$ cat config.mk
export PLATFORM = sky130hd
export DESIGN_NAME = instr_mem_loader
export DESIGN_NICKNAME = d
export VERILOG_FILES = /design/src/rtl/instr_mem_loader.sv
export SDC_FILE = /design/constraint.sdc
export NUM_CORES = 1
export LEC_CHECK = 0
export CAP_MARGIN = 20
export CORE_UTILIZATION = 55
export DETAILED_ROUTE_END_ITERATION = 16
export PLACE_DENSITY = 0.94
export SKIP_LAST_GASP = 1
export SYNTH_ARGS = -nofsm -noshare
export SYNTH_HDL_FRONTEND = slang
export SYNTH_SLANG_ARGS = --single-unit
$ cat constraint.sdc
create_clock -name clk -period 3.9 [get_ports clk]
set_input_delay 0.585 -clock clk [delete_from_list [all_inputs] [get_ports clk]]
set_output_delay 0.585 -clock clk [all_outputs]
set_load 0.1 [all_outputs]
$ cat src/rtl/instr_mem_loader.sv
// Writable instruction memory fed by a byte-stream load engine; holds fetch in reset until an image is complete.
// Writes land one byte per accepted handshake. Reads are combinational. in_ready is high only while loading.
module instr_mem_loader #(
  parameter int DEPTH  = 4,
  parameter int DATA_W = 8
) (
  input  logic              clk,
  input  logic              reset,
  input  logic              load_start,
  input  logic              load_abort,
  input  logic              in_valid,
  input  logic [DATA_W-1:0] in_data,
  output logic              in_ready,
  input  logic [7:0]        rd_addr,
  output logic [DATA_W-1:0] rd_data,
  output logic              busy,
  output logic              done,
  output logic              loaded,
  output logic              fetch_hold,
  output logic [DATA_W-1:0] checksum
);

  localparam int AW = (DEPTH > 1) ? $clog2(DEPTH) : 1;
  localparam logic [AW-1:0] LAST_ADDR = AW'(DEPTH - 1);

  typedef enum logic [1:0] {
    S_IDLE,
    S_LOAD,
    S_DONE
  } state_t;

  state_t              state_q, state_d;
  logic [AW-1:0]       wr_ptr_q, wr_ptr_d;
  logic [DATA_W-1:0]   checksum_q, checksum_d;
  logic                loaded_q, loaded_d;
  logic                wr_en;
  logic [DATA_W-1:0]   mem_q [DEPTH];
  logic                rd_in_range;

  always_comb begin
    state_d    = state_q;
    wr_ptr_d   = wr_ptr_q;
    checksum_d = checksum_q;
    loaded_d   = loaded_q;
    wr_en      = 1'b0;
    case (state_q)
      S_IDLE: begin
        if (load_start) begin
          state_d    = S_LOAD;
          wr_ptr_d   = '0;
          checksum_d = '0;
          loaded_d   = 1'b0;
        end
      end
      S_LOAD: begin
        // Abort wins over a same-cycle transfer so a half-written byte never lands.
        if (load_abort) begin
          state_d  = S_IDLE;
          loaded_d = 1'b0;
        end else if (in_valid) begin
          wr_en      = 1'b1;
          checksum_d = checksum_q ^ in_data;
          if (wr_ptr_q == LAST_ADDR) begin
            wr_ptr_d = '0;
            state_d  = S_DONE;
          end else begin
            wr_ptr_d = wr_ptr_q + 1'b1;
          end
        end
      end
      S_DONE: begin
        state_d  = S_IDLE;
        loaded_d = 1'b1;
      end
      default: begin
        state_d = S_IDLE;
      end
    endcase
  end

  always_ff @(posedge clk) begin
    if (!reset) begin
      state_q    <= S_IDLE;
      wr_ptr_q   <= '0;
      checksum_q <= '0;
      loaded_q   <= 1'b0;
      for (int i = 0; i < DEPTH; i++) begin
        mem_q[i] <= '0;
      end
    end else begin
      state_q    <= state_d;
      wr_ptr_q   <= wr_ptr_d;
      checksum_q <= checksum_d;
      loaded_q   <= loaded_d;
      if (wr_en) begin
        mem_q[wr_ptr_q] <= in_data;
      end
    end
  end

  // The fetch pointer is 8 bits regardless of DEPTH; anything past the array reads as zero.
  assign rd_in_range = ({1'b0, rd_addr} < 9'(DEPTH));
  assign rd_data     = rd_in_range ? mem_q[rd_addr[AW-1:0]] : '0;

  assign in_ready   = (state_q == S_LOAD);
  assign busy       = (state_q == S_LOAD);
  assign done       = (state_q == S_DONE);
  assign loaded     = loaded_q;
  assign fetch_hold = ~loaded_q;
  assign checksum   = checksum_q;

endmodule

; ---- Word level (Yosys, flattened, before mapping)
; Memories as Yosys holds them, arrays and structs flattened.
; Index checks and enable logic that the tools add are counted.
[totals]
memories = 1
ramBits = 32
wordCells = 53
register_bits = 13
in_bits = 21
output_inout_bits = 21
[mem_list]
columns = memory, words, width, rd, rd_clocked_by_memory_dff, write_ports, line
row1 = mem_q, 4, 8, 1, 0, 4, 37  ; logic [DATA_W-1:0] mem_q [DEPTH];
[classes]
n_eq_ne = 9
n_reduce_logical = 7
bitwise_logic = 2
addsub = 1
n_mux = 28
magnitude_cmp = 1
[ops]
columns = cell, count
row1 = two-way mux 8 bit, 5
row2 = two-way mux 2 bit, 9
row3 = case mux 8 bit (2 select lines), 1
row4 = two-way mux 1 bit, 10
row5 = < comparator 8 x 3 -> 1 bit (second input constant), 1
row6 = inequality test 2 bit (second input constant), 4
row7 = case mux 2 bit (2 select lines), 2
row8 = OR reduction 8 bit, 1
row9 = XOR 8 bit, 1
row10 = AND reduction 3 bit, 2
row11 = equality test 2 bit (second input constant), 2
row12 = AND reduction 4 bit, 1
row13 = inequality test 3 x 2 -> 1 bit (second input constant), 1
row14 = inequality test 3 bit (second input constant), 1
row15 = case mux 1 bit (3 select lines), 1
row16 = nonzero test 3 bit, 1
row17 = adder 2 x 1 -> 2 bit (second input constant), 1
row18 = equality test 2 x 1 -> 1 bit (second input constant), 1
row19 = zero test 2 bit, 1
row20 = nonzero test 2 bit, 1
row21 = inverter 1 bit, 1

; ---- Depth between registers and ports, before layout
[logic_depth]
depth_word = 8
ltp_mapped = 5

; ---- Worst setup path after synthesis
; Ideal clock, no wire load.
[synth_timing]
path_kind = register to output
startpoint = register state_q[0]
endpoint = output in_ready
slack_ps = 959
arrival_ps = 2356
required_time_ps = 3315
path_buffers = 1
path_stages_with_launch = 3
path_cell_list = dfxtp_1 > nor2b_1 > buf_4
[synth_via]
elab_chain_len = 1
[synth_lines]
columns = item, line
row1 = "start, declared", 32  ; state_t state_q, state_d;
row2 = "start signal, assigned", 91  ; state_q <= state_d;
row3 = equality test 2 x 1 -> 1 bit, -
row4 = "end, declared", 13  ; output logic in_ready,
; Every way passes these cells.

; ---- Worst setup path in the final report
[layout_timing]
startpoint = input rd_addr[0]
endpoint = output rd_data[7]
[layout_via]
elab_chain_len = 2
[layout_lines]
columns = item, line
row1 = "start, declared", 14  ; input logic [7:0] rd_addr,
row2 = < comparator 8 x 3 -> 1 bit / memory read (4 x 8 bit) (equally long branches), -
row3 = two-way mux 8 bit *, 103  ; assign rd_data = rd_in_range ? mem_q[rd_addr[AW-1:0]] : '0;
row4 = "end, declared", 15  ; output logic [DATA_W-1:0] rd_data,
; Mark *: on every way between the ends. The rest lies on a longest branch, timed or not.

==> metrics <==
Worst Hold Class=reg2reg; Fmax=334.6 MHz; Fin Clk Skew=0.003163 ns; status=finished clean; sequential fraction of the synthesis area=57.34%; syn_nets=187; Hold Path Sink=checksum[5]$_SDFFE_PN0P_; Placed Cells incl. Taps=248; setup bufs post-CTS=0; max cap viols=0; Tmin final=2.989 ns; Worst Path Max Fanout=8; FF-to-FF Start=state_q[1]$_SDFFE_PN0P_; final instance count without filler cells=257; Sink Count=45; Post-synth ARST share=0%; I/O Pins=42; HPWL after DPL=2922 um; Top Usage Layer GRT=met2; CP startpoint kind=input pin; total CTS buffers=5; initial antenna violation count=0; Crit path arrival time=2.40 ns; top cells by count, synth=edfxtp_1 (32), and2_1 (24), a31oi_1 (16), and3_1 (16), dfxtp_1 (13); Detailed Route WL=3975 um; Worst Setup End Kind=primary output; H-Tree Level Count=2; pin slew with the least headroom to its limit=0.9724 ns; FF-to-FF setup slack=1.97 ns; DR pass1 iterations=4; die area=0.004125 sq mm; ANT nets after route=0; Worst-Skew Late Latency=0.28 ns; fin nets=230; Synth area leader=edfxtp_1; Hold Crit Depth=1; critical path class=in2out; Area growth syn-to-layout=24.32%; Starting Density=57.73%; post-CTS resize count=0; Top FF cell, synth=edfxtp_1; placer congestion estimate=0.7584; count leader, synth=edfxtp_1; Syn. warnings=0; Power Total=1.332 mW; CTS tree=built; GRT Total Usage=20.97%; Reg-to-Reg End=mem_q[1][7]$_SDFFCE_PN0P_; vias in the first global route=1,327; met2 Resource Use GR=33.91%; Clock Tree Buf Depth=2; HP Start=checksum[5]$_SDFFE_PN0P_; Post-CTS Hold Buffers=0; Die Ht=64.23 um; core area=0.003689 sq mm; Synth top area share=45.12%; Post-Synthesis Cells=165; post-synth cell types=34; first-pass GRT wire length=6513 um; Final Hold Fails=0; pwr/cell area=502.9 mW/mm^2; VDD IR max=0.6412 mV; Syn Area/Cell=12.91 sq um; wire length per cell=15.47 um; Die W=64.23 um; RSZ-0062 raised after global routing=false; fillcell total=272; routed via count=1,462; Clock Pin Slew Worst Setup and Hold Paths=0.08 ns; largest cells by area after synthesis=edfxtp_1 (45%), dfxtp_1 (12%), mux4_2 (8.5%); setup_tns=0 ns; r2r worst-path depth=3; row count=22; period utilization=76.64%; share of cells above drive strength 1=18.18%; Crit path required time=3.31 ns; post-layout util=71.78%; total gr overflow=0; DR iter-0 viols=32; Final Setup Violations=0; met1 Use GR=27.75%; Pleak=0.9955 nW; GR Util met3=4.821%; clk root buf=clkbuf_8; IO Port Bufs=41; Slew Viols, Final=0; Worst setup startpoint=rd_addr[0]; Vias/cell=5.689; slew margin rel.=34.97%; Synth Cell Area=0.002130 sq mm; largest net degree at the start of global routing=29; # diodes=0; worst hold slack=0.4668 ns; #FFs+latches synth=45; DRC viols=0; EDFF count, synth=32
-- cells by family (layout without fill, tap and decap cells) --
kind of cell	Yosys count	count (layout)	share of synthesized area (%)
simple gates	73	73	23.09
compound gates	25	25	7.344
mux	9	9	8.931
buf+inv	12	56	2.702
flops	45	45	57.34
fa+ha+maj	1	1	0.5875
-- cell usage in the layout, fill, tap and decap left out, drive strengths merged --
cell / count
buf: 12
nand3: 1
a31oi: 16
mux4: 8
clkdlybuf4s50: 33
and3: 16
nand3b: 1
o21bai: 1
nand2b: 4
and2: 24
inv: 3
o211ai: 1
nor4bb: 1
a211oi: 1
clkbuf: 8
edfxtp: 32
nand2: 6
ha: 1
nor2b: 4
nor3: 1
nand4bb: 2
a21oi: 1
o32ai: 1
nor4b: 1
nor4: 2
o21ai: 4
mux2i: 1
or2: 8
nor2: 2
dfxtp: 13
-- area by class of cell --
type / count / area (sq um) / share of cell area (%)
Sequential cell: 45 / 1221 / 46.12
Clock buffer: 8 / 80.08 / 3.025
Timing Repair Buffer: 45 / 417.9 / 15.78
Multi-Input combinational cell: 108 / 857.1 / 32.37
Tap cell: 48 / 60.06 / 2.268
Inverter: 3 / 11.26 / 0.4253
-- worst max-delay path, stage by stage --
cell and delay, ns:
clkdlybuf4s50_1 0.81, mux4_2 0.59, and3_1 0.19, buf_4 0.23
-- sequential cells by signal (all words and copies together) (netlist names) --
| signal | count |
|---|---|
| loaded | 1 |
| mem_q | 32 |
| state_q | 2 |
| wr_ptr_q | 2 |
| checksum | 8 |
-- routing by layer --
metal	wire length (um)	share of wire, %
met5	0	0
met4	48	1.2
met3	213	5.4
met2	1907	48
met1	1806	45
-- worst max-delay path by stage --
| stage | to | cells past startpoint |
|---|---|---|
| detailed placement | rd_data[7] | 4 |
| finish | rd_data[7] | 4 |
| global route | rd_data[7] | 4 |
| floorplan | in_ready | 2 |
| CTS | rd_data[7] | 4 |
| global placement | rd_data[5] | 4 |
-- through the flow --
stage,instance area [sq um],worst slack (ns)
6_report,2648,0.9111
3_3_place_gp,2562,0.9728
4_1_cts,2643,0.8811
3_5_place_dp,2562,0.8854
5_1_grt,2648,0.7935
2_1_floorplan,2130,0.9594
-- power by group --
group / switching [mW] / total, mW / internal (mW)
sequential: 0.0349 / 0.597 / 0.562
clock: 0.138 / 0.265 / 0.127
combinational: 0.347 / 0.470 / 0.122
total: 0.520 / 1.33 / 0.812
No activity file was read; power rests on OpenSTA's default activity.
